--- config.mk ---
export PLATFORM = sky130hd
export DESIGN_NAME = tlul_regbus_bridge
export DESIGN_NICKNAME = d
export VERILOG_FILES = /design/src/rtl/tlul_regbus_bridge.sv
export SDC_FILE = /design/constraint.sdc
export NUM_CORES = 1
export LEC_CHECK = 0
export BUFFER_PORTS_ARGS = -buffer_cell sky130_fd_sc_hd__clkbuf_2
export CAP_MARGIN = 20
export CORE_MARGIN = 10
export CORE_UTILIZATION = 47
export DETAILED_ROUTE_END_ITERATION = 6
export PLACE_DENSITY = 0.81
export SETUP_SLACK_MARGIN = 0.2
export SKIP_LAST_GASP = 1
export SYNTH_ARGS = -nofsm -noshare
export SYNTH_HDL_FRONTEND = slang
export SYNTH_SLANG_ARGS = --single-unit
--- constraint.sdc ---
create_clock -name clk_i -period 3 [get_ports clk_i]
set_input_delay 0.15 -clock clk_i [delete_from_list [all_inputs] [get_ports clk_i]]
set_output_delay 0.15 -clock clk_i [all_outputs]
set_load 0.01 [all_outputs]
--- src/rtl/tlul_regbus_bridge.sv ---
// ----------------------------------------------------------------------------
// tlul_pkg: minimal TL-UL type definitions used by the bridge.
//   tl_h2d_t (86 bits): A channel + d_ready
//   tl_d2h_t (52 bits): D channel + a_ready
//
// tlul_regbus_bridge: TL-UL device-side bridge to a req/ack register bus.
//   One transaction in flight. Malformed requests are answered with an error
//   and never reach the register bus. A register access that is not
//   acknowledged within TIMEOUT cycles is aborted with an error.
//
// Ports
//   clk_i    clock
//   rst_ni   asynchronous active-low reset
//   tl_i     TL-UL host-to-device (A channel, d_ready)
//   tl_o     TL-UL device-to-host (D channel, a_ready), fully registered
//   req_o    register access request, held until ack_i
//   we_o     1 = write (Put*), 0 = read (Get)
//   addr_o   word-aligned register byte address
//   wdata_o  write data
//   be_o     byte enables (4'hF for reads)
//   ack_i    register access complete (single-cycle pulse)
//   rdata_i  read data, valid with ack_i
//   error_i  access error, valid with ack_i
// ----------------------------------------------------------------------------
package tlul_pkg;

    localparam logic [2:0] PutFullData    = 3'h0;
    localparam logic [2:0] PutPartialData = 3'h1;
    localparam logic [2:0] Get            = 3'h4;

    localparam logic [2:0] AccessAck      = 3'h0;
    localparam logic [2:0] AccessAckData  = 3'h1;

    typedef struct packed {
        logic        a_valid;
        logic [2:0]  a_opcode;
        logic [2:0]  a_param;
        logic [1:0]  a_size;
        logic [7:0]  a_source;
        logic [31:0] a_address;
        logic [3:0]  a_mask;
        logic [31:0] a_data;
        logic        d_ready;
    } tl_h2d_t;

    typedef struct packed {
        logic        d_valid;
        logic [2:0]  d_opcode;
        logic [2:0]  d_param;
        logic [1:0]  d_size;
        logic [7:0]  d_source;
        logic        d_sink;
        logic [31:0] d_data;
        logic        d_error;
        logic        a_ready;
    } tl_d2h_t;

endpackage

module tlul_regbus_bridge
    import tlul_pkg::*;
#(
    parameter int AW      = 12,
    parameter int TIMEOUT = 1024
) (
    input  logic          clk_i,
    input  logic          rst_ni,
    input  tl_h2d_t       tl_i,
    output tl_d2h_t       tl_o,
    output logic          req_o,
    output logic          we_o,
    output logic [AW-1:0] addr_o,
    output logic [31:0]   wdata_o,
    output logic [3:0]    be_o,
    input  logic          ack_i,
    input  logic [31:0]   rdata_i,
    input  logic          error_i
);

    localparam int CNT_W = (TIMEOUT > 0) ? $clog2(TIMEOUT + 1) : 1;
    localparam logic [CNT_W-1:0] TO_LAST = CNT_W'((TIMEOUT > 0) ? TIMEOUT - 1 : 0);
    localparam logic             TO_EN   = (TIMEOUT != 0);

    typedef enum logic [1:0] {
        ST_IDLE = 2'd0,
        ST_REG  = 2'd1,
        ST_RESP = 2'd2
    } state_e;

    // Byte lanes covered by an access of 2**size bytes starting at byte off.
    function automatic logic [3:0] lane_mask(input logic [1:0] size, input logic [1:0] off);
        logic [3:0] m;
        case (size)
            2'd0:    m = 4'b0001 << off;
            2'd1:    m = off[1] ? 4'b1100 : 4'b0011;
            2'd2:    m = 4'b1111;
            default: m = 4'b0000;
        endcase
        return m;
    endfunction

    // Any protocol violation that must be answered without touching the bus.
    function automatic logic req_err(input logic [2:0] op, input logic [1:0] size,
                                     input logic [1:0] off, input logic [3:0] mask);
        logic is_put;
        logic bad_op;
        logic misalign;
        logic [3:0] lane;
        is_put = (op == PutFullData) || (op == PutPartialData);
        bad_op = !(is_put || (op == Get));
        case (size)
            2'd0:    misalign = 1'b0;
            2'd1:    misalign = off[0];
            2'd2:    misalign = |off;
            default: misalign = 1'b1;
        endcase
        lane = lane_mask(size, off);
        return bad_op
            || misalign
            || (is_put && (mask == 4'h0))
            || ((op == PutFullData) && (mask != lane))
            || ((mask & ~lane) != 4'h0);
    endfunction

    state_e            state_q, state_d;
    logic              a_ready_q, a_ready_d;
    logic              req_q, req_d;
    logic              we_q, we_d;
    logic [AW-1:0]     addr_q, addr_d;
    logic [31:0]       wdata_q, wdata_d;
    logic [3:0]        be_q, be_d;
    logic [CNT_W-1:0]  cnt_q, cnt_d;
    logic              is_get_q, is_get_d;
    logic              d_valid_q, d_valid_d;
    logic [2:0]        d_opcode_q, d_opcode_d;
    logic [1:0]        d_size_q, d_size_d;
    logic [7:0]        d_source_q, d_source_d;
    logic [31:0]       d_data_q, d_data_d;
    logic              d_error_q, d_error_d;

    logic              a_is_get_s;
    logic              a_err_s;
    logic              timeout_hit_s;
    logic              unused_tl_s;

    assign a_is_get_s    = (tl_i.a_opcode == Get);
    assign a_err_s       = req_err(tl_i.a_opcode, tl_i.a_size, tl_i.a_address[1:0], tl_i.a_mask);
    // Counter value on the last permitted REG cycle; ack on that same cycle still wins.
    assign timeout_hit_s = TO_EN && (cnt_q == TO_LAST);
    assign unused_tl_s   = ^{tl_i.a_param, tl_i.a_address};

    // Next-state and next-output logic for the IDLE/REG/RESP sequencer.
    always_comb begin
        state_d    = state_q;
        a_ready_d  = a_ready_q;
        req_d      = req_q;
        we_d       = we_q;
        addr_d     = addr_q;
        wdata_d    = wdata_q;
        be_d       = be_q;
        cnt_d      = cnt_q;
        is_get_d   = is_get_q;
        d_valid_d  = d_valid_q;
        d_opcode_d = d_opcode_q;
        d_size_d   = d_size_q;
        d_source_d = d_source_q;
        d_data_d   = d_data_q;
        d_error_d  = d_error_q;

        case (state_q)
            ST_IDLE: begin
                a_ready_d = 1'b1;
                // Accept only when a_ready is visibly high to the host.
                if (tl_i.a_valid && a_ready_q) begin
                    a_ready_d  = 1'b0;
                    is_get_d   = a_is_get_s;
                    d_size_d   = tl_i.a_size;
                    d_source_d = tl_i.a_source;
                    d_opcode_d = a_is_get_s ? AccessAckData : AccessAck;
                    cnt_d      = '0;
                    if (a_err_s) begin
                        state_d   = ST_RESP;
                        d_valid_d = 1'b1;
                        d_error_d = 1'b1;
                        d_data_d  = a_is_get_s ? 32'hFFFF_FFFF : 32'h0000_0000;
                    end else begin
                        state_d = ST_REG;
                        req_d   = 1'b1;
                        we_d    = !a_is_get_s;
                        addr_d  = {tl_i.a_address[AW-1:2], 2'b00};
                        wdata_d = tl_i.a_data;
                        be_d    = a_is_get_s ? 4'hF : tl_i.a_mask;
                    end
                end else begin
                    state_d = ST_IDLE;
                end
            end

            ST_REG: begin
                a_ready_d = 1'b0;
                if (ack_i) begin
                    state_d   = ST_RESP;
                    req_d     = 1'b0;
                    d_valid_d = 1'b1;
                    d_error_d = error_i;
                    if (is_get_q) begin
                        d_data_d = error_i ? 32'hFFFF_FFFF : rdata_i;
                    end else begin
                        d_data_d = 32'h0000_0000;
                    end
                end else if (timeout_hit_s) begin
                    state_d   = ST_RESP;
                    req_d     = 1'b0;
                    d_valid_d = 1'b1;
                    d_error_d = 1'b1;
                    d_data_d  = is_get_q ? 32'hFFFF_FFFF : 32'h0000_0000;
                end else begin
                    state_d = ST_REG;
                    cnt_d   = cnt_q + CNT_W'(1);
                end
            end

            ST_RESP: begin
                a_ready_d = 1'b0;
                if (tl_i.d_ready) begin
                    state_d   = ST_IDLE;
                    d_valid_d = 1'b0;
                    a_ready_d = 1'b1;
                end else begin
                    state_d = ST_RESP;
                end
            end

            default: begin
                state_d   = ST_IDLE;
                a_ready_d = 1'b0;
                req_d     = 1'b0;
                d_valid_d = 1'b0;
            end
        endcase
    end

    // State and output registers; reset abandons any transaction in flight.
    always_ff @(posedge clk_i or negedge rst_ni) begin
        if (!rst_ni) begin
            state_q    <= ST_IDLE;
            a_ready_q  <= 1'b0;
            req_q      <= 1'b0;
            we_q       <= 1'b0;
            addr_q     <= '0;
            wdata_q    <= 32'h0000_0000;
            be_q       <= 4'h0;
            cnt_q      <= '0;
            is_get_q   <= 1'b0;
            d_valid_q  <= 1'b0;
            d_opcode_q <= 3'h0;
            d_size_q   <= 2'h0;
            d_source_q <= 8'h00;
            d_data_q   <= 32'h0000_0000;
            d_error_q  <= 1'b0;
        end else begin
            state_q    <= state_d;
            a_ready_q  <= a_ready_d;
            req_q      <= req_d;
            we_q       <= we_d;
            addr_q     <= addr_d;
            wdata_q    <= wdata_d;
            be_q       <= be_d;
            cnt_q      <= cnt_d;
            is_get_q   <= is_get_d;
            d_valid_q  <= d_valid_d;
            d_opcode_q <= d_opcode_d;
            d_size_q   <= d_size_d;
            d_source_q <= d_source_d;
            d_data_q   <= d_data_d;
            d_error_q  <= d_error_d;
        end
    end

    assign req_o   = req_q;
    assign we_o    = we_q;
    assign addr_o  = addr_q;
    assign wdata_o = wdata_q;
    assign be_o    = be_q;

    assign tl_o = '{
        d_valid:  d_valid_q,
        d_opcode: d_opcode_q,
        d_param:  3'h0,
        d_size:   d_size_q,
        d_source: d_source_q,
        d_sink:   1'b0,
        d_data:   d_data_q,
        d_error:  d_error_q,
        a_ready:  a_ready_q
    };

endmodule

==> results_dict.tcl, run 1 <==
set metrics [dict create \
    leakage_nw 3.373 \
    netlist_area_um2 4810 \
    cts_made_buffers 9 \
    avgSynthCellArea_um2 11.51 \
    pin_count 224 \
    drv_slew 0 \
    peakVddDrop_mv 0.5295 \
    syn_to_final_growth_pct 30.10 \
    drt-total-wl_um 14310 \
    drc 0 \
    die_height_um 121.2 \
    power_mw 4.889 \
    cts_resized 0 \
    skew_ps 17.32 \
    clock_latency_ps 370 \
    cts_buffer_depth 2 \
    grt_pass1_vias 4309 \
    synth_flop_cell "dfrtp_1" \
    worstPathArrival_ps 2520 \
    required_ps 3250 \
    post_cts_buffers 0 \
    gp_congestion 0.7939 \
    pwr_density_cell_nw_per_um2 781.3 \
    drt_iter0_drc 241 \
    drive_above_1_share_pct 46.35 \
    worstSetupStartpointType "register" \
    num_antenna_cells 0 \
    grt_first_pass_wirelength_um 22580 \
    routedWlPerCell_um 18.75 \
    cts_max_level 3 \
    ys_seq_area_share_pct 55.67 \
    yosysUniqueCellTypes 47 \
    dp_hpwl_um 10180 \
    maxCapViolCount 0 \
    hold_viol 0 \
    firstDrtPassIters 4 \
    synth_top_cell_by_area "dfrtp_1" \
    coreArea_um2 9864 \
    synth_area_leaders "dfrtp_1, mux2_2, o21ai_0" \
    period_minus_slack_ps 2275 \
    dieArea_um2 14680 \
    initial_core_util_pct 48.76 \
    row_count 36 \
    synth_commonest_cells "dfrtp_1, mux2_2, nor2_1, nand2_1, o21ai_0" \
    layout.nets 754 \
    path_clk_slew_ps 100 \
    ant_nets 0 \
    rsz0062_at_grt "no" \
    synthArstFlopShare_pct 100.0 \
    vias_per_cell 5.201 \
    worstHoldPathType "in -> reg" \
    crit_fanout 50 \
    fmax_ghz 0.4396 \
    status "finished, final reports clean" \
    crit_type "reg -> reg" \
    overflow 0 \
    cts_tree "done" \
    grt_max_degree 92 \
    crit_path_end_kind "register" \
    fin_crit_sh_pct 75.82 \
    grt_usage_pct 19.24 \
    ys_warn_count 0 \
    ys_ff_latch 107 \
    max_slew_margin_pct 39.80 \
    cts_root_buf "clkbuf_8" \
    antenna_found_initial 0 \
    port-buffer-count 192 \
    clkSinkCount 107 \
    tightest_slew_ps 900.9 \
    finalSetupTns_ps 0 \
    setup_violations 0 \
    die_x_um 121.2 \
    synthMostInstantiatedCell "dfrtp_1" \
    synth_top_area_share_pct 55.67 \
    vias 3968 \
    syn_inst 418 \
    synth_edf_count 0 \
]
-- state kept, by name (all words and copies together), names as in the netlist --
register    cells
d_error_q       1
is_get_q        1
req_o           1
d_size_q        2
we_o            1
a_ready_q       1
cnt_q          11
wdata_o        32
be_o            4
d_data_q       32
d_source_q      8
state_q         2
d_valid_q       1
addr_o         10
-- critical path: stages, from the launching register on --
cell      delay [ps]
dfrtp_1          450
nand3b_4         200
or2_0            300
nor4_4           490
buf_12           320
mux2_2           380
-- through the flow --
step / instances / setup slack (ps) / utilization (%) / area (µm²) / hold WS [ps]
after detailed placement: 722 / 479.6 / 59.08 / 5828 / 345.0
after floorplan: 425 / 881.9 / - / 4836 / -145.6
after global placement: 721 / 578.7 / 58.93 / 5813 / 341.9
after global routing: 763 / 560.2 / 63.43 / 6257 / 7.038
after CTS: 761 / 743.4 / 63.13 / 6227 / 0.09048
final: 763 / 725.3 / 63.43 / 6257 / 12.27
-- cell type report --
cell class,instances,area (µm²)
tap,133,166.4
timing repair buffer,226,1329
sequential,107,2678
multi-input combinational,282,1932
fill,755,3607
inverter,1,3.754
clock inverter,3,17.52
clock buffer,11,131.4
-- routing by layer --
layer	share of wire (%)	GRT usage [%]	vias to the layer above	wire length (µm)
li1	-	-	1833	-
met1	36	20.99	1934	5181
met2	49	31.73	180	7073
met3	12	9.446	21	1756
met4	2.1	7.154	0	296
met5	0	0	-	0
-- final timing paths --
kind | from | endpoint | slack [ps] | depth (start not counted)
max in group asynchronous | rst_ni | d_source_q[6]$_DFFE_PN0P_ | 1990 | 3
worst max-delay path | state_q[1]$_DFF_PN0_ | wdata_o[7]$_DFFE_PN0P_ | 730 | 5
worst min register to register | d_source_q[7]$_DFFE_PN0P_ | d_source_q[7]$_DFFE_PN0P_ | 490 | 2
worst max register to register | state_q[1]$_DFF_PN0_ | wdata_o[7]$_DFFE_PN0P_ | 730 | 5
worst min-delay path | tl_i[5] | wdata_o[4]$_DFFE_PN0P_ | 10 | 2
min in group asynchronous | rst_ni | addr_o[6]$_DFFE_PN0P_ | 310 | 2
-- kinds of logic after synthesis --
kind of cell	count (synthesis)	share of synthesized area, %
AO/OA/AOI/OAI	61	7.050
XOR/XNOR	4	0.7283
adder cells (fa/ha/maj)	5	1.301
buffers and inverters	36	4.708
flip-flops	107	55.67
multiplexers	76	17.77
other	1	0.07797
AND/OR/NAND/NOR	128	12.70
-- layout by cell type (no fill, tap or decap), drive strengths merged, types with 3 or more instances in the layout --
cell type	instances
xor2	4
nor2	51
a21oi	8
buf	9
ha	5
nand2	44
dfrtp	107
o21ai	42
clkbuf	202
nand3b	3
nand4	4
nand2b	3
conb	8
and3	4
mux2	75
dlygate4sd3	26
-- report_power, final --
group | leakage, nW | internal [mW] | total, mW | switching [mW]
clock | 0.0750 | 0.291 | 0.755 | 0.463
sequential | 1.41 | 1.97 | 2.28 | 0.312
combinational | 1.89 | 0.877 | 1.85 | 0.975
-- timing repair --
| item | 4_1_cts | 5_1_grt |
|---|---|---|
| endpoints found under the hold margin | 25 | 45 |
| endpoints found under the setup margin | 0 | 0 |
| hold buffers | 25 | 1 |
No activity file was read; power rests on OpenSTA's default activity.
==> run 2, diff against run 1 <==
==> constraint.sdc (replaced) <==
create_clock -name clk_i -period 2.1 [get_ports clk_i]
set_input_delay 0.105 -clock clk_i [delete_from_list [all_inputs] [get_ports clk_i]]
set_output_delay 0.105 -clock clk_i [all_outputs]
set_load 0.01 [all_outputs]
==> run 2 against run 1 <==
  * Critical path depth rose by 8
  * Clock power rose by 74%
  * Cell count rose by 7.7%
  * Non-clock buffer count rose by 56
  * Worst setup slack got worse by 660 ps
  * Utilization rose by 10 points
  * Register-to-register slack got worse by 590 ps
  * Global-route usage rose by 2.7 points
  * Die area did not move
  * Largest power group unchanged
==> results_dict.tcl, run 2 (synthesis gave the netlist of run 1 again) <==
set metrics [dict create \
    status "finished, final reports clean" \
    required_ps 2360 \
    final_cells 822 \
    fmax_ghz 0.4926 \
    clkSinkCount 107 \
    hold_viol 0 \
    grt_pass1_vias 4680 \
    leakage_nw 3.804 \
    clock_latency_ps 380 \
    dp_hpwl_um 10460 \
    peakVddDrop_mv 0.7564 \
    dpl.cell_count 736 \
    maxCapViolCount 0 \
    drt-total-wl_um 19990 \
    cts_buffer_depth 2 \
    drive_above_1_share_pct 50.29 \
    dieArea_um2 14680 \
    die_height_um 121.2 \
    gp_congestion 0.8044 \
    routedWlPerCell_um 24.32 \
    final_common_cell "clkbuf_2" \
    rsz0062_at_grt "yes" \
    crit_fanout 5 \
    final_cell_mix "clkbuf_2, dfrtp_1, dlygate4sd3_1" \
    die_x_um 121.2 \
    timing.final.ws_setup_ps 70.14 \
    ant_nets 0 \
    port-buffer-count 192 \
    cts_max_level 3 \
    initial_core_util_pct 48.76 \
    worstHoldPathType "in -> reg" \
    pin_count 224 \
    worstPathArrival_ps 2290 \
    syn_to_final_growth_pct 51.04 \
    period_minus_slack_ps 2030 \
    finalSetupTns_ps 0 \
    coreArea_um2 9864 \
    pwr_density_cell_nw_per_um2 1091 \
    vias 4652 \
    skew_ps 13.13 \
    grt_usage_pct 21.95 \
    antenna_found_initial 1 \
    cts_root_buf "clkbuf_8" \
    drv_slew 0 \
    drt_iter0_drc 434 \
    row_count 36 \
    cts_made_buffers 9 \
    multi_input_area_um2 2183 \
    seq_area_um2 2679 \
    crit_type "in -> reg" \
    holdWs_ps 46.95 \
    layout.nets 810 \
    drc 0 \
    setup_violations 0 \
    fin_crit_sh_pct 96.66 \
    tightest_slew_ps 592.5 \
    grt_max_degree 44 \
    rrSetupSlack_ps 140 \
    overflow 0 \
    vias_per_cell 5.659 \
    max_slew_margin_pct 60.50 \
    grt_first_pass_wirelength_um 25550 \
    power_mw 7.924 \
    post-place-ws_ps -216.6 \
    worstSetupStartpointType "input port" \
    path_clk_slew_ps 100 \
    num-fill-cells 572 \
    crit_path_end_kind "register" \
    cts_tree "done" \
    firstDrtPassIters 5 \
]
run 2: cell type report:
class                      instances  area share, %
timing repair buffer             282          27.95
tap                              133          2.291
multi-input combinational        282          30.06
antenna                            1        0.03445
clock inverter                     5         0.7234
clock buffer                      11          1.946
sequential                       107          36.88
inverter                           1         0.1206
run 2: power breakdown:
part	switching [mW]	internal [mW]	total [mW]
combinational	1.65	1.58	3.23
sequential	0.567	2.82	3.38
clock	0.727	0.580	1.31
run 2: timing repair:
| action | in CTS | in global routing |
|---|---|---|
| resized for setup | 20 | 72 |
| pin swaps | 4 | 11 |
| endpoints found under the hold margin | 90 | 0 |
| hold buffers | 51 | 0 |
| setup buffers | 4 | 5 |
| endpoints found under the setup margin | 70 | 87 |
| gates cloned | 1 | 8 |
run 2: path summary, 6_finish.rpt:
kind / startpoint / depth (start not counted) / to
setup / recovery: tl_i[77] / 13 / addr_o[5]$_DFFE_PN0P_
hold / removal: tl_i[0] / 3 / state_q[1]$_DFF_PN0_
setup reg to reg: state_q[1]$_DFF_PN0_ / 7 / addr_o[5]$_DFFE_PN0P_
hold reg to reg: req_o$_DFFE_PN0P_ / 1 / req_o$_DFFE_PN0P_
max in group asynchronous: rst_ni / 3 / state_q[0]$_DFF_PN0_
min in group asynchronous: rst_ni / 2 / wdata_o[5]$_DFFE_PN0P_
run 2: routing by layer:
metal  track usage, %  vias to the layer above  wire length (µm)
met3            9.214                       78              2325
met1            24.49                     2299              6987
met4            9.538                        0               985
met2            36.09                      322              9689
li1                 -                     1953                 -
met5                0                        -                 0
run 2: stage by stage:
step           instance area [µm²]  util, %
6_report                      7264    73.64
5_1_grt                       7264    73.64
3_3_place_gp                  5953    60.35
3_5_place_dp                  5953    60.35
2_1_floorplan                 4862        -
4_1_cts                       6797    68.90
run 2: worst max-delay path: stages:
cell and delay, ps:
buf_12 100, inv_6 50, a21oi_4 160, o21ai_2 120, ha_4 290, and4_4 230, nor3_4 50, buf_6 120
nor4_4 240, buf_4 180, buf_8 150, buf_8 140, mux2_2 350
==> run 3, diff against run 2 <==
--- a/config.mk
+++ b/config.mk
@@ -5,10 +5,11 @@
 export SDC_FILE = /design/constraint.sdc
 export NUM_CORES = 1
 export LEC_CHECK = 0
+export ABC_AREA = 1
 export BUFFER_PORTS_ARGS = -buffer_cell sky130_fd_sc_hd__clkbuf_2
 export CAP_MARGIN = 20
 export CORE_MARGIN = 10
-export CORE_UTILIZATION = 47
+export CORE_UTILIZATION = 48
 export DETAILED_ROUTE_END_ITERATION = 6
 export PLACE_DENSITY = 0.81
 export SETUP_SLACK_MARGIN = 0.2
==> run 3 against run 2 <==
  * Global-route usage is 1.7 points lower
  * Cell area is 5.4% lower
  * Critical path type is now reg -> reg
  * Flip-flop and latch count stayed put
  * Clock skew is 1.8 ps higher
  * Via count is 5.8% higher
  * Utilization is 7.4 points lower
==> results_dict.tcl, run 3 <==
set metrics [dict create \
    endpoint "d_data_q[30]$_DFFE_PN0P_" \
    gp_congestion 0.8512 \
    netlist_area_um2 5129 \
    fin_area_um2 6870 \
    period_minus_slack_ps 1737 \
    leakage_nw 4.070 \
    drv_slew 0 \
    grt_pass1_vias 4915 \
    cts_made_buffers 9 \
    grt_usage_pct 20.24 \
    synth_commonest_cells "nand2_1, dfrtp_1, nand3_1, o21ai_0, inv_1" \
    drc 0 \
    holdWs_ps 44.39 \
    r2r_cells 10 \
    ys_warn_count 0 \
    rsz0062_at_grt "no" \
    cts_max_level 3 \
    clkPwrFrac_pct 17.3 \
    ys_ff_latch 107 \
    slowest_delay_ps 430 \
    fmax_ghz 0.5758 \
    ant_nets 0 \
    crit_chain "ha_1 -> inv_1 -> nor2_4 -> nand3_1 -> nand3_2 -> nand3_2 -> clkinv_2 -> buf_4 -> nand3_1 -> nand2_1" \
    seqPwrFrac_pct 44.7 \
    grt_first_pass_wirelength_um 25020 \
    routedWlPerCell_um 15.52 \
    final_util_pct 66.25 \
    fin_crit_sh_pct 82.70 \
    avgSynthCellArea_um2 8.051 \
    synth_flop_cell "dfrtp_1" \
    hold_viol 0 \
    crit_path_end_kind "register" \
    crit_type "reg -> reg" \
    maxCapViolCount 0 \
    layout.nets 998 \
    required_ps 2360 \
    tightest_slew_ps 839.8 \
    synth_top_cell_by_area "dfrtp_1" \
    switchingPower_mw 2.798 \
    internal-power_mw 4.212 \
    clkSinkCount 107 \
    pwr_density_cell_nw_per_um2 1020 \
    clock_latency_ps 370 \
    firstDrtPassIters 4 \
    startpoint "cnt_q[0]$_DFFE_PN0P_" \
    grt_max_degree 53 \
    vias 4921 \
    peakVddDrop_mv 0.5062 \
    num-fill-cells 834 \
    worstHoldPathType "in -> reg" \
    swShare_pct 39.92 \
    vias_per_cell 4.863 \
    rr_startpoint "cnt_q[0]$_DFFE_PN0P_" \
    syn_to_final_growth_pct 33.96 \
    drt_iter0_drc 456 \
    timing.final.ws_setup_ps 363.2 \
    synthMostInstantiatedCell "nand2_1" \
    dp_hpwl_um 10820 \
    yosysUniqueCellTypes 30 \
    placed_area_um2 6150 \
    cpMaxStageDelayCell "dfrtp_1" \
    synth_area_leaders "dfrtp_1, nand2_1, nand3_1" \
    cts_root_buf "clkbuf_8" \
    num_antenna_cells 0 \
    final_cells 1012 \
    max_slew_margin_pct 43.95 \
    overflow 0 \
    die_x_um 123.4 \
    worstSetupStartpointType "register" \
    post_cts_buffers 0 \
    synthArstFlopShare_pct 100.0 \
    worstPathArrival_ps 2000 \
    syn_inst 637 \
    setup_violations 0 \
    path_clk_slew_ps 110 \
    dpl.cell_count 944 \
    dieArea_um2 15220 \
    finalSetupTns_ps 0 \
    row_count 37 \
    antenna_found_initial 0 \
    power_mw 7.010 \
    final_cell_mix "nand2_1, clkbuf_2, dfrtp_1" \
    drive_above_1_share_pct 28.08 \
    crit_fanout 13 \
    initial_core_util_pct 49.46 \
    port-buffer-count 192 \
    skew_ps 14.89 \
    synth_edf_count 0 \
    coreArea_um2 10370 \
    status "finished, final reports clean" \
    combPwrFrac_pct 38.0 \
    cts_tree "done" \
    drt-total-wl_um 15700 \
    rrSetupSlack_ps 360 \
    post-place-ws_ps 152.4 \
    pin_count 224 \
    cts_buffer_depth 2 \
    final_common_cell "nand2_1" \
    ys_seq_area_share_pct 52.21 \
    synth_top_area_share_pct 52.21 \
    timing.rr.end "d_data_q[30]$_DFFE_PN0P_" \
    die_height_um 123.4 \
]
run 3: per-layer routing:
| layer | vias up | global-route usage (%) | share of wire (%) | wire (µm) |
|---|---|---|---|---|
| li1 | 2433 | - | - | - |
| met1 | 2288 | 24.72 | 41 | 6372 |
| met2 | 178 | 33.59 | 48 | 7562 |
| met3 | 22 | 5.697 | 9.0 | 1417 |
| met4 | 0 | 7.205 | 2.2 | 350 |
| met5 | - | 0 | 0 | 0 |
run 3: logic make-up after synthesis:
family	share of synthesized area, %
and+or+nand+nor	32.69
DFF	52.21
buffers and inverters	8.246
AOI/OAI and AO/OA	5.562
adders and majority gates	1.220
other	0.07312
run 3: worst min path at each step:
stage / cells after the start / endpoint / start / slack, ps
floorplan: 0 / a_ready_q$_DFF_PN0_ / rst_ni / -190
global placement: 1 / wdata_o[14]$_DFFE_PN0P_ / rst_ni / 150
detailed placement: 1 / wdata_o[14]$_DFFE_PN0P_ / rst_ni / 160
CTS: 3 / d_size_q[0]$_DFFE_PN0P_ / tl_i[77] / 20
global route: 3 / d_size_q[0]$_DFFE_PN0P_ / tl_i[77] / 30
finish: 3 / d_size_q[1]$_DFFE_PN0P_ / tl_i[78] / 40
run 3: final cells by class:
type	count	area (µm²)	share of cell area, %
well taps	136	170.2	2.477
clock buffers	11	141.4	2.058
clock inverters	5	43.79	0.6374
inverters	32	121.4	1.767
multi-input cells	462	2066	30.07
flip-flops and latches	107	2678	38.97
repair buffers	259	1650	24.02
run 3: repair_timing:
item	in CTS	in global routing
endpoints found under the hold margin	93	0
hold buffers	52	0
gates resized for setup	0	3
endpoints found under the setup margin	0	40
run 3: critical path: cells and delay by family (launching register included):
kind,cells,cell delay (ps)
adder cells (fa/ha/maj),1,220
buffers and inverters,3,440
flip-flops,1,430
AND/OR/NAND/NOR,6,510
run 3: power groups by stage:
stage / Combinational (mW) / Sequential (mW) / Clock (mW)
after floorplan: 1.21 / 3.43 / 0
after global placement: 2.51 / 3.12 / 0
after detailed placement: 2.58 / 3.15 / 0
after CTS: 2.65 / 3.11 / 1.26
after global routing: 2.99 / 3.21 / 1.33
final: 2.67 / 3.13 / 1.21
